**src/rtl/bus_xfer_pkg.sv**
```systemverilog
// Shared types and constants for the burst transfer controller.
package bus_xfer_pkg;

    // Number of arbiter requesters and the width of an encoded requester index.
    localparam int N_REQ = 4;
    localparam int IDX_W = 2;

    // Controller states.
    typedef enum logic [1:0] {
        ST_IDLE  = 2'd0,
        ST_XFER  = 2'd1,
        ST_DRAIN = 2'd2,
        ST_FIN   = 2'd3
    } xfer_state_t;

    // A grant can start a burst only when it is exactly one-hot and agrees
    // with the encoded bus index.
    function automatic logic grant_is_valid(
        input logic [N_REQ-1:0] g,
        input logic [IDX_W-1:0] b
    );
        return $onehot(g) && g[b];
    endfunction

endpackage

```
**src/rtl/bus_xfer_ctrl_out_reg.sv**
```systemverilog
// Single-entry valid/ready output register carrying one data word and the
// index of the requester it came from.
module xfer_out_reg
    import bus_xfer_pkg::*;
#(
    parameter int DATA_W = 8
) (
    input  logic              clk,
    input  logic              reset,
    input  logic              i_load,
    input  logic [DATA_W-1:0] i_data,
    input  logic [IDX_W-1:0]  i_src,
    input  logic              i_ready,
    output logic              o_valid,
    output logic [DATA_W-1:0] o_data,
    output logic [IDX_W-1:0]  o_src,
    output logic              o_free
);

    logic              r_valid;
    logic [DATA_W-1:0] r_data;
    logic [IDX_W-1:0]  r_src;

    // Load a new word, or retire the current one when the target takes it;
    // data is left untouched while stalled so the target sees a stable word.
    always_ff @(posedge clk) begin
        if (reset) begin
            r_valid <= 1'b0;
            r_data  <= '0;
            r_src   <= '0;
        end else if (i_load) begin
            r_valid <= 1'b1;
            r_data  <= i_data;
            r_src   <= i_src;
        end else if (r_valid && i_ready) begin
            r_valid <= 1'b0;
        end
    end

    // The slot can accept a word this cycle if it is empty or draining now.
    assign o_free  = !r_valid || i_ready;
    assign o_valid = r_valid;
    assign o_data  = r_data;
    assign o_src   = r_src;

endmodule

```
**src/rtl/bus_xfer_ctrl.sv**
```systemverilog
// Burst transfer controller sitting behind a 4-requester arbiter: latches the
// granted requester, moves BURST_LEN words from it to one shared target, and
// pulses done (or abort then done) back to the owner.
module bus_xfer_ctrl
    import bus_xfer_pkg::*;
#(
    parameter int DATA_W    = 8,
    parameter int BURST_LEN = 4
) (
    input  logic                    clk,
    input  logic                    reset,
    input  logic [N_REQ-1:0]        grant,
    input  logic [IDX_W-1:0]        bus,
    input  logic [N_REQ*DATA_W-1:0] src_data,
    input  logic [N_REQ-1:0]        src_valid,
    output logic [N_REQ-1:0]        src_ready,
    output logic [DATA_W-1:0]       out_data,
    output logic                    out_valid,
    input  logic                    out_ready,
    output logic [IDX_W-1:0]        out_src,
    output logic                    busy,
    output logic [N_REQ-1:0]        done,
    output logic                    abort
);

    localparam int                CNT_W     = $clog2(BURST_LEN + 1);
    localparam logic [CNT_W-1:0]  LAST_BEAT = CNT_W'(BURST_LEN - 1);

    // Reject illegal burst lengths at elaboration time.
    if (BURST_LEN < 1 || BURST_LEN > 256) begin : g_len_check
        $error("bus_xfer_ctrl: BURST_LEN must be in 1..256");
    end

    xfer_state_t       r_state;
    xfer_state_t       w_state_next;
    logic [IDX_W-1:0]  r_owner;
    logic [CNT_W-1:0]  r_beat_cnt;
    logic              r_abort;

    logic              w_start;
    logic              w_in_xfer;
    logic              w_owner_grant;
    logic              w_out_free;
    logic              w_owner_ready;
    logic              w_accept;
    logic              w_last;
    logic              w_loss;
    logic [DATA_W-1:0] w_src_words [N_REQ];
    logic [DATA_W-1:0] w_src_word;

    // Split the flat source bus into per-requester words.
    for (genvar gi = 0; gi < N_REQ; gi++) begin : g_src_split
        assign w_src_words[gi] = src_data[gi*DATA_W +: DATA_W];
    end

    assign w_src_word    = w_src_words[r_owner];
    assign w_start       = grant_is_valid(grant, bus);
    assign w_in_xfer     = (r_state == ST_XFER);
    assign w_owner_grant = grant[r_owner];

    // Grant loss gates ready in the same cycle, so a beat can never be taken
    // from an owner that has already lost the bus.  A last beat accepted
    // while granted leaves XFER immediately, so a later drop is not an abort.
    assign w_owner_ready = w_in_xfer && w_owner_grant && w_out_free;
    assign w_accept      = w_owner_ready && src_valid[r_owner];
    assign w_last        = w_accept && (r_beat_cnt == LAST_BEAT);
    assign w_loss        = w_in_xfer && !w_owner_grant;

    // Next-state selection for the burst sequencer.
    always_comb begin
        w_state_next = r_state;
        case (r_state)
            ST_IDLE:  if (w_start)            w_state_next = ST_XFER;
            ST_XFER:  if (w_last || w_loss)   w_state_next = ST_DRAIN;
            ST_DRAIN: if (w_out_free)         w_state_next = ST_FIN;
            ST_FIN:                           w_state_next = ST_IDLE;
            default:                          w_state_next = ST_IDLE;
        endcase
    end

    // State register and the abort pulse, which is one cycle long because
    // XFER is left on the same edge the loss is seen.
    always_ff @(posedge clk) begin
        if (reset) begin
            r_state <= ST_IDLE;
            r_abort <= 1'b0;
        end else begin
            r_state <= w_state_next;
            r_abort <= w_loss;
        end
    end

    // Owner latch and beat counter; the counter stops at BURST_LEN because
    // the final accept also moves the FSM out of XFER.
    always_ff @(posedge clk) begin
        if (reset) begin
            r_owner    <= '0;
            r_beat_cnt <= '0;
        end else if (r_state == ST_IDLE && w_start) begin
            r_owner    <= bus;
            r_beat_cnt <= '0;
        end else if (w_accept) begin
            r_beat_cnt <= r_beat_cnt + CNT_W'(1);
        end
    end

    // Per-requester handshake and completion decode.
    for (genvar gi = 0; gi < N_REQ; gi++) begin : g_req
        assign src_ready[gi] = w_owner_ready && (r_owner == IDX_W'(gi));
        assign done[gi]      = (r_state == ST_FIN) && (r_owner == IDX_W'(gi));
    end

    xfer_out_reg #(
        .DATA_W (DATA_W)
    ) u_out_reg (
        .clk     (clk),
        .reset   (reset),
        .i_load  (w_accept),
        .i_data  (w_src_word),
        .i_src   (r_owner),
        .i_ready (out_ready),
        .o_valid (out_valid),
        .o_data  (out_data),
        .o_src   (out_src),
        .o_free  (w_out_free)
    );

    assign busy  = (r_state != ST_IDLE);
    assign abort = r_abort;

endmodule

```
**config.mk**
```make
export PLATFORM = sky130hd
export DESIGN_NAME = bus_xfer_ctrl
export DESIGN_NICKNAME = d
export VERILOG_FILES = /design/src/rtl/bus_xfer_pkg.sv /design/src/rtl/bus_xfer_ctrl_out_reg.sv /design/src/rtl/bus_xfer_ctrl.sv
export SDC_FILE = /design/constraint.sdc
export NUM_CORES = 1
export LEC_CHECK = 0
export ABC_AREA = 1
export CORE_MARGIN = 5
export CORE_UTILIZATION = 40
export DETAILED_ROUTE_END_ITERATION = 16
export PLACE_DENSITY = 0.8
export SLEW_MARGIN = 20
export SYNTH_ARGS = -nofsm -noshare
export SYNTH_HDL_FRONTEND = slang
export SYNTH_SLANG_ARGS = --single-unit
```
**constraint.sdc**
```tcl
create_clock -name clk -period 3.2 [get_ports clk]
set_clock_uncertainty 0.1 [all_clocks]
set_input_delay 0.32 -clock clk [delete_from_list [all_inputs] [get_ports clk]]
set_output_delay 0.32 -clock clk [all_outputs]
set_load 0.03 [all_outputs]
```
==> reports/results.txt <==
Status - completed
CTS Hold Buffers Added - 0
Placement Cell Area - 1950 sq um
Vias in the first global route - 1346
Sequential area share after synthesis - 29.2%
Vias per cell - 4.81
Initial Util - 42.3%
Post-Synth Adder-Cell Area - 9.22%
Yosys cell types - 26
ANT cells - 0
DP HPWL - 2810 um
GP Congestion - 0.838
Worst Setup SP - grant[0]
Compound-Gate Fraction of Synth Area - 22.3%
Critical Path End - r_state[0]
Crit path max fanout - 3
Top-area cell type share of the netlist area - 29.2%
M2 GR Usage - 30.1%
Via count - 1399
Internal power - 0.545 mW
Reg2reg start - r_owner[0]
Post-Syn Instances - 184
Cts repair resizes - 0
Area grow syn2layout - 52.2%
Iter 0 DRT Violations - 51
Crit path DAT - 2.88 ns
Final worst path period share - 85.3%
Crit Path Category - primary input to flop
Syn avg cell area - 7.08 sq um
Reg-to-Reg End - u_out_reg.o_data[7]
Highest Clock Rate - 366 MHz
Placed Instances - 287
WP data required - 3.35 ns
Clock Tree Buf Depth - 2
Total die area - 4500 sq um
Worst R2R Setup Slack - 1.25 ns
Nets - 302
Met3 Use GR - 4.55%
DRC viols - 0
Mapped Area - 1300 sq um
GRT Max-Usage Layer - met2
TritonCTS Buffers - 3
First-pass GRT wire length - 5840 um
Post-CTS Setup Bufs - 0
Total congestion overflow - 0
Total net switching power - 0.410 mW
Hold_ws - 0.411 ns
Met1 GRT Util - 19.6%
GRT Overall Usage - 16.7%
Largest family of logic cells by synthesized area - simple AND/OR/NAND/NOR gates
Detailed Route WL - 3560 um
Final WS setup - 0.470 ns
Die W - 67.1 um
I/O Buffers - 65
Sw Ratio - 42.9%
Fin area - 1980 sq um
Sequential power share - 32.9%
Syn Nets - 238
Row count - 20
Register bit total from synthesis - 19
Maximum vdd ir drop - 0.000296 V
R2R cell count - 10
Hold Path Class - flop to flop
Final ANT Viol Nets - 0
Slew HR - 70.2%
Post-DR wirelength/cell - 12.2 um
Post-Layout Cell Count - 291
I/O pins - 66
DRT Pass-1 Iters - 4
Leakage Power - 0.841 nW
Comb pwr share - 54.0%
Min Tclk post-route - 2.73 ns
Power per Cell Area - 482 nW/um^2
Sink Count - 19
Setup TNS - 0 ns
RSZ-0062 raised after global routing - no
Clock slew at reported path FFs - 0.12 ns
Slew @ Worst Pin - 0.446 ns
Layout cell share with drive strength beyond 1 - 8.50%
Synth Area in XOR/XNOR - 0.672%
Clk pwr share - 13.1%
Post-Synth Simple-Gate Area - 25.5%
Total power - 0.955 mW
Crit path launch type - primary input
# H-tree levels - 1
Mux cell area share after synthesis - 0%
Pre-CTS setup slack - 0.152 ns
Synth area leaders - dfxtp_1 29%, nand2_1 11%, ha_1 7.7%, nor2_1 6.3%, a21oi_1 6.1%
Final-report setup violation count - 0
Die height - 67.1 um
Final Hold Viols - 0
Slew Viols, Final - 0
Clk_lat worst skew - 0.30 ns
Yosys warning total - 0
Core outline area - 3080 sq um
Root Driver - clkbuf_4
Post-layout util - 64.4%
Initial antenna violation count - 0
Largest net degree at the start of global routing - 25
CTS tree - yes
Largest area contributor in the netlist - dfxtp_1
Crit end category - flop
Max_cap viols - 0
[layer usage]
metal / share of wire, % / wire, um
met3: 9.1 / 323
met2: 48 / 1720
met5: 0 / 0
met1: 43 / 1520
met4: 0 / 0
[cell families (layout without fill, tap and decap cells)]
logic type,Yosys count,after routing
buffers and inverters,34,97
adders and majority gates,9,9
DFF,19,19
xor gates and xnor gates,1,1
AOI/OAI and AO/OA,47,47
and+or+nand+nor,74,74
[placed cells by master (no fill, tap or decap), types with 5 or more instances in the layout]
cell	count
a21oi_1	16
a21oi_2	5
a221oi_1	8
clkdlybuf4s50_1	65
dfxtp_1	19
ha_1	8
inv_1	21
nand2_1	37
nand3_1	8
nor2_1	22
o21ai_0	8
o21ai_1	7
[sequential cells by signal (all words and copies together), names as in the netlist]
signal	cells
u_out_reg.o_src	2
r_state	2
abort	1
r_owner	2
u_out_reg.o_data	8
r_beat_cnt	3
u_out_reg.o_valid	1
[synthesized netlist by cell type]
master and number:
a21boi_0 1, o21ai_1 7, o21ai_0 8, a31oi_1 1, inv_4 2, and2_1 1, inv_1 21, a221oi_1 8
buf_6 5, ha_1 8, a21oi_2 5, a21oi_1 16, buf_2 1, inv_2 3, nor2_8 1, fa_1 1
xnor2_1 1, nor2_1 22, nand3_1 8, nand2_1 37, nor3b_1 1, clkbuf_1 2, nand3_4 1, dfxtp_1 19
nand2_2 3, o31ai_1 1
[how the worst min path moves through the flow]
| stage | start | to | slack [ns] | cells after the start |
|---|---|---|---|---|
| floorplan | r_beat_cnt[1] | r_beat_cnt[1] | 0.36 | 2 |
| global placement | r_beat_cnt[1] | r_beat_cnt[1] | 0.37 | 2 |
| detailed placement | r_beat_cnt[1] | r_beat_cnt[1] | 0.38 | 2 |
| CTS | r_beat_cnt[1] | r_beat_cnt[1] | 0.41 | 2 |
| global route | r_beat_cnt[1] | r_beat_cnt[1] | 0.47 | 2 |
| finish | r_beat_cnt[1] | r_beat_cnt[1] | 0.41 | 2 |
[cell type report]
type                            count  area (sq um)
Inverter                           26           103
Clock buffer                        3          22.5
Timing Repair Buffer               67           666
Multi-Input combinational cell    131           751
Sequential cell                    19           380
Clock inverter                      1          5.00
Fill cell                         305          1100
Tap cell                           44          55.1
[power by group through the flow]
| stage | Clock (mW) | Sequential (mW) | Combinational [mW] |
|---|---|---|---|
| 5_1_grt | 0.139 | 0.320 | 0.575 |
| 3_5_place_dp | 0 | 0.320 | 0.518 |
| 6_report | 0.125 | 0.314 | 0.516 |
| 4_1_cts | 0.126 | 0.315 | 0.521 |
| 2_1_floorplan | 0 | 0.346 | 0.317 |
| 3_3_place_gp | 0 | 0.318 | 0.509 |
[worst max-delay path, cell delays in order]
cell and delay [ns]:
clkdlybuf4s50_1 0.50, inv_1 0.07, fa_1 0.53, inv_1 0.04, ha_1 0.17, ha_1 0.27, nor3b_1 0.19, nand3_1 0.12
a21boi_0 0.29, inv_1 0.08, nor2_1 0.15, nor2_1 0.06, nor2_1 0.09
(Power assumes the default switching activity.)
